--- config.mk ---
export PLATFORM = sky130hd
export DESIGN_NAME = serialrx
export DESIGN_NICKNAME = d
export VERILOG_FILES = /design/src/rtl/serial_pkg.sv /design/src/rtl/serial_sync.sv /design/src/rtl/serialrx.sv
export SDC_FILE = /design/constraint.sdc
export NUM_CORES = 1
export LEC_CHECK = 0
export ABC_AREA = 1
export ABC_CLOCK_PERIOD_IN_PS = 1600
export CORE_UTILIZATION = 50
export CTS_CLUSTER_SIZE = 28
export DETAILED_ROUTE_END_ITERATION = 16
export PLACE_DENSITY = 0.8
export SYNTH_ARGS = -nofsm -noshare
export SYNTH_HDL_FRONTEND = slang
export SYNTH_HIERARCHICAL = 1
export SYNTH_SLANG_ARGS = --single-unit
export TNS_END_PERCENT = 5
--- constraint.sdc ---
create_clock -name clk -period 1.6 [get_ports clk]
set_input_delay 0.16 -clock clk [delete_from_list [all_inputs] [get_ports clk]]
set_output_delay 0.16 -clock clk [all_outputs]
set_load 0.005 [all_outputs]
--- src/rtl/serial_pkg.sv ---
// Shared definitions for the serial blocks: receiver FSM states, the
// Wishbone register map and the STATUS register bit positions.
package serial_pkg;

    localparam int unsigned WB_W = 32;

    // Receiver deframing states
    typedef enum logic [1:0] {
        IDLE  = 2'd0,
        START = 2'd1,
        DATA  = 2'd2,
        STOP  = 2'd3
    } rx_state_t;

    // Register index, decoded from wb_addr[3:2]
    localparam logic [1:0] REG_DATA   = 2'd0;
    localparam logic [1:0] REG_STATUS = 2'd1;
    localparam logic [1:0] REG_COUNT  = 2'd2;

    // STATUS register bit positions
    localparam int unsigned ST_VALID     = 0;
    localparam int unsigned ST_OVERRUN   = 1;
    localparam int unsigned ST_FRAME_ERR = 2;

endpackage

--- src/rtl/serial_sync.sv ---
// Two-flop synchronizer for a single asynchronous input.
// Ports: clk, rst_n (async active-low, both flops load RESET_VAL),
//        d (asynchronous input), q (synchronized output).
module serial_sync #(
    parameter logic RESET_VAL = 1'b1
) (
    input  logic clk,
    input  logic rst_n,
    input  logic d,
    output logic q
);

    logic meta;

    always_ff @(posedge clk or negedge rst_n) begin
        if (!rst_n) begin
            meta <= RESET_VAL;
            q    <= RESET_VAL;
        end else begin
            meta <= d;
            q    <= meta;
        end
    end

endmodule

--- src/rtl/serialrx.sv ---
// UART receiver: deframes start + FRAME data bits (LSB first) + one stop bit
// from uart_rx into a one-entry buffer drained over a pipelined Wishbone slave.
// Ports: clk, rst_n (async active-low); uart_rx (idle-high serial line);
//        irq (buffer holds an unread byte); wb_addr/wb_data_w/wb_we/wb_stb/
//        wb_cyc (bus request); wb_data_r/wb_ack (registered response);
//        wb_stall (never stalls).
module serialrx #(
    parameter int unsigned DIVIDE = 2,
    parameter int unsigned FRAME  = 8
) (
    input  logic        clk,
    input  logic        rst_n,
    input  logic        uart_rx,
    output logic        irq,
    input  logic [31:0] wb_addr,
    input  logic [31:0] wb_data_w,
    output logic [31:0] wb_data_r,
    input  logic        wb_we,
    input  logic        wb_stb,
    input  logic        wb_cyc,
    output logic        wb_ack,
    output logic        wb_stall
);
    import serial_pkg::*;

    localparam int unsigned DW   = $clog2(DIVIDE);
    localparam int unsigned IW   = $clog2(FRAME + 1);
    localparam int unsigned HALF = DIVIDE / 2;

    localparam logic [DW-1:0] HALF_M1  = DW'(HALF - 1);
    localparam logic [DW-1:0] FULL_M1  = DW'(DIVIDE - 1);
    localparam logic [IW-1:0] LAST_BIT = IW'(FRAME - 1);

    logic            rxs;
    rx_state_t       state_q, state_d;
    logic [DW-1:0]   div_q, div_d;
    logic [IW-1:0]   idx_q, idx_d;
    logic [FRAME-1:0] shift_q, shift_d;
    logic            stop_ok, stop_bad;

    logic [1:0]      prime_q;
    logic            armed_q;

    logic [FRAME-1:0] buf_q;
    logic            valid_q, overrun_q, frame_err_q;
    logic [WB_W-1:0] rx_count_q;

    logic            acc, pop, clr_ov, clr_fe;
    logic [1:0]      reg_idx;
    logic [WB_W-1:0] rd_data;
    logic            unused_bits;

    serial_sync #(.RESET_VAL(1'b1)) u_sync (
        .clk   (clk),
        .rst_n (rst_n),
        .d     (uart_rx),
        .q     (rxs)
    );

    // Arm start detection only once the line has been seen high after the
    // synchronizer has flushed its reset value, so a line held low through
    // reset is not mistaken for a start bit.
    always_ff @(posedge clk or negedge rst_n) begin
        if (!rst_n) begin
            prime_q <= 2'd0;
            armed_q <= 1'b0;
        end else if (prime_q != 2'd2) begin
            prime_q <= prime_q + 2'd1;
        end else if (rxs) begin
            armed_q <= 1'b1;
        end
    end

    // Deframer state register
    always_ff @(posedge clk or negedge rst_n) begin
        if (!rst_n) begin
            state_q <= IDLE;
            div_q   <= '0;
            idx_q   <= '0;
            shift_q <= '0;
        end else begin
            state_q <= state_d;
            div_q   <= div_d;
            idx_q   <= idx_d;
            shift_q <= shift_d;
        end
    end

    // Deframer next state; stop_ok/stop_bad strobe on the stop sample
    always_comb begin
        state_d  = state_q;
        div_d    = div_q;
        idx_d    = idx_q;
        shift_d  = shift_q;
        stop_ok  = 1'b0;
        stop_bad = 1'b0;
        case (state_q)
            IDLE: begin
                if (armed_q && !rxs) begin
                    state_d = START;
                    div_d   = '0;
                end
            end
            START: begin
                if (div_q == HALF_M1) begin
                    div_d   = '0;
                    idx_d   = '0;
                    state_d = rxs ? IDLE : DATA;
                end else begin
                    div_d = div_q + DW'(1);
                end
            end
            DATA: begin
                if (div_q == FULL_M1) begin
                    div_d   = '0;
                    // Shift in from the top: after FRAME samples bit 0 is the first bit
                    shift_d = FRAME'({rxs, shift_q} >> 1);
                    if (idx_q == LAST_BIT) begin
                        state_d = STOP;
                    end else begin
                        idx_d = idx_q + IW'(1);
                    end
                end else begin
                    div_d = div_q + DW'(1);
                end
            end
            STOP: begin
                if (div_q == FULL_M1) begin
                    div_d    = '0;
                    state_d  = IDLE;
                    stop_ok  = rxs;
                    stop_bad = !rxs;
                end else begin
                    div_d = div_q + DW'(1);
                end
            end
            default: state_d = IDLE;
        endcase
    end

    // Bus decode and read mux
    assign reg_idx = wb_addr[3:2];

    always_comb begin
        acc     = wb_stb && wb_cyc;
        pop     = acc && !wb_we && (reg_idx == REG_DATA) && valid_q;
        clr_ov  = acc && wb_we && (reg_idx == REG_STATUS) && wb_data_w[ST_OVERRUN];
        clr_fe  = acc && wb_we && (reg_idx == REG_STATUS) && wb_data_w[ST_FRAME_ERR];
        rd_data = '0;
        case (reg_idx)
            REG_DATA: begin
                if (valid_q) begin
                    rd_data     = WB_W'(buf_q);
                    rd_data[31] = 1'b1;
                end
            end
            REG_STATUS: begin
                rd_data[ST_VALID]     = valid_q;
                rd_data[ST_OVERRUN]   = overrun_q;
                rd_data[ST_FRAME_ERR] = frame_err_q;
            end
            REG_COUNT: rd_data = rx_count_q;
            default:   rd_data = '0;
        endcase
    end

    // Receive buffer, sticky flags and frame counter; flag sets win over W1C
    always_ff @(posedge clk or negedge rst_n) begin
        if (!rst_n) begin
            buf_q       <= '0;
            valid_q     <= 1'b0;
            overrun_q   <= 1'b0;
            frame_err_q <= 1'b0;
            rx_count_q  <= '0;
        end else begin
            if (stop_ok && (!valid_q || pop)) begin
                buf_q      <= shift_q;
                valid_q    <= 1'b1;
                rx_count_q <= rx_count_q + WB_W'(1);
            end else if (pop) begin
                valid_q <= 1'b0;
            end

            if (stop_ok && valid_q && !pop) begin
                overrun_q <= 1'b1;
            end else if (clr_ov) begin
                overrun_q <= 1'b0;
            end

            if (stop_bad) begin
                frame_err_q <= 1'b1;
            end else if (clr_fe) begin
                frame_err_q <= 1'b0;
            end
        end
    end

    // Registered bus response
    always_ff @(posedge clk or negedge rst_n) begin
        if (!rst_n) begin
            wb_ack    <= 1'b0;
            wb_data_r <= '0;
        end else begin
            wb_ack <= acc;
            if (acc) begin
                wb_data_r <= rd_data;
            end
        end
    end

    assign irq      = valid_q;
    assign wb_stall = 1'b0;

    assign unused_bits = ^{wb_addr[31:4], wb_addr[1:0], wb_data_w[31:3], wb_data_w[0]};

endmodule

==> reports/metrics.cfg <==
[setup_path]
reg2reg_slack_ns = 0.006
regToRegEndpoint = rx_count_q[24]
critPathLaunchType = register
worstSetupPathType = register to register
cp-end-kind = register
r2r_start = rx_count_q[0]
critPathMaxFanout = 5
reg2regPathDepth = 9
cp_data_required_time_ns = 1.87
critPathArrivalTime_ns = 1.86

[synthesis]
ys_types = 34
netlist_instances = 527
synth_nets = 600
avgSynthCellArea_um2 = 8.59
synthAdderAreaFrac_pct = 0.829
synth_top_area_cell = dfrtp_1
synthTopCellsByCount = 177 x nand2_1, 94 x dfrtp_1, 45 x inv_1
yosysMostFrequentCell = nand2_1
synth_ff_type = dfrtp_1
synth_top_family_by_area = simple AND/OR/NAND/NOR gates
synth_edf_count = 0
synth_seq_cells = 96
synth_compound_area_share_pct = 7.76
synth_top_area_share_pct = 51.9
synth.area.mux_share_pct = 0
ys_seq_area_share_pct = 53.1
synth_area_leaders = dfrtp_1 52%, nand2_1 15%, nand3_1 4.3%
yosys.area_share.simple_pct = 28.9
synth_area_mm2 = 0.00453
ys_async_sr_fraction_pct = 100
ys_warn_count = 6
synth_xor_area_share_pct = 3.29

[clock_network]
cts.clk_slew.worst_paths_ns = 0.09
htree_levels = 3
cts_made_buffers = 9
cts_buffer_depth = 2
clock_latency_ns = 0.37
clockRootBuffer = clkbuf_8
cts_sinks = 96
cts_tree = yes

[global_routing]
antenna_found_initial = 0
grt_max_degree = 33
grt.overflow.total = 0
grt_pass1_wl_mm = 17.3
grt_pass1_vias = 3690
gr-usage-all-layers_pct = 22.9

[placement]
dp_hpwl_mm = 7.19
gp_congestion = 0.898
dp.cells = 684
port_buffers = 43

[route]
vias_per_cell = 5.37
dr.pass1.iters = 5
dr.first_iter.drc_count = 206
routed_wl_mm = 10.2
highest_layer = met4
wl_per_cell_um = 14.5
wl_met3_um = 581
antenna_left = 0
vias = 3788
drcViolationCount = 0
dr_wl_met2_mm = 4.79
wl_met1_mm = 4.61

[floorplan]
initial_utilization_pct = 51.7
die-area_mm2 = 0.00944
core_mm2 = 0.00876
chipWidth_um = 97.2
fp.dieH_um = 97.2
ios = 105
rows = 34

[sta]
layout_worst_path_cycle_share_pct = 99.6
hold_viol_final = 0
maxSlewViolCount = 0
hold-worst-slack_ns = 0.188
fin_setup_tns_ns = 0
max_freq_mhz = 627
fin_skew_ns = 0.0107
rsz0062_at_grt = true
setup_viol = 0
period_minus_slack_ns = 1.59

[pwr]
power_leakage_nw = 2.59
ir_drop_v = 0.000677
fin_total_pwr_mw = 5.72
power_density_mw_per_mm2 = 1040

[finish]
stdcell_count = 705
final_nets = 665
fillers = 740
multi_input_area_mm2 = 0.00192
area_delta_synth_final_pct = 22.0
post-route-util_pct = 63.0
insertedDiodeCount = 0
drive_gt1_share_pct = 12.4
ff_latch_area_mm2 = 0.00241

[status]
outcome = complete, no violations

[min_path]
hold_depth = 1
hold_class = input pin to register
holdPathEnd = u_sync/meta
hold_start = uart_rx

[flow_run]
drv_cap = 0

## metal layers
layer / track usage (%) / vias up
met5: 0 / -
met3: 4.89 / 21
met2: 36.3 / 137
met1: 30.9 / 1806
met4: 8.73 / 0
li1: - / 1824
## critical path, stage by stage (launching register included)
cell and delay (ns):
dfrtp_1 0.43, ha_4 0.18, nand3_4 0.09, nor2_4 0.16, nand4_1 0.13, buf_6 0.16
nor2_4 0.16, nand2_1 0.07, nand2_1 0.06, nand2_1 0.05
## flip-flops by register name (all words and copies together), names as in the netlist, 2 cells and up, named ones only
register and count:
rx_count_q 32, shift_q 8, idx_q 4, buf_q 8, prime_q 2, wb_data_r 32
## where the power goes
group / internal, mW / total, mW / switching, mW
Combinational: 0.438 / 1.06 / 0.626
Sequential: 2.67 / 2.89 / 0.222
Clock: 0.931 / 1.77 / 0.838
Total: 4.04 / 5.72 / 1.69
## how the worst max path moves through the flow
| stage | endpoint | depth (start not counted) | start |
|---|---|---|---|
| 2_1_floorplan | rx_count_q[30] | 8 | rx_count_q[1] |
| 3_5_place_dp | rx_count_q[17] | 9 | wb_stb |
| 6_report | rx_count_q[24] | 9 | rx_count_q[0] |
| 5_1_grt | rx_count_q[26] | 9 | state_q[0] |
| 4_1_cts | rx_count_q[14] | 7 | rx_count_q[0] |
| 3_3_place_gp | wb_data_r[7] | 7 | wb_addr[3] |
## cell families after synthesis
| family | count (synthesis) |
|---|---|
| other | 1 |
| buffers and inverters | 65 |
| xor gates and xnor gates | 17 |
| AOI/OAI and AO/OA | 55 |
| and+or+nand+nor | 290 |
| adders and majority gates | 3 |
| DFF | 96 |
## placed cells by master, fill, tap and decap left out, drive strengths merged, types with 3 or more instances in the layout
cell / count
clkbuf: 12
nand3b: 4
ha: 3
dfrtp: 94
nand3: 41
a32o: 5
nand2: 181
inv: 49
o31ai: 11
buf: 27
xor2: 12
o21ai: 30
nor2: 47
nor3: 5
a21oi: 5
clkdlybuf4s50: 42
xnor2: 5
nand4: 12
## timing repair
item                       4_1_cts  5_1_grt
setup buffers                    0        3
hold buffers                     1        0
hold endpoints to repair        23        0
setup endpoints to repair        0       20
gates resized for setup          0       18
## per-stage QoR
step / setup slack (ns) / instance area [um^2]
final: 0.00620 / 5530
after global routing: -0.0713 / 5530
after global placement: -0.118 / 5200
after CTS: 0.0217 / 5430
after floorplan: 0.195 / 4530
after detailed placement: -0.132 / 5200
## layout make-up
cell class / count / share of cell area (%)
Clock buffer: 12 / 2.63
Clock inverter: 4 / 1.38
Inverter: 48 / 3.26
Multi-Input combinational cell: 367 / 34.7
Sequential cell: 96 / 43.5
Tap cell: 108 / 2.45
Timing Repair Buffer: 70 / 12.0
Note: power is estimated with default switching activity, not from simulation.
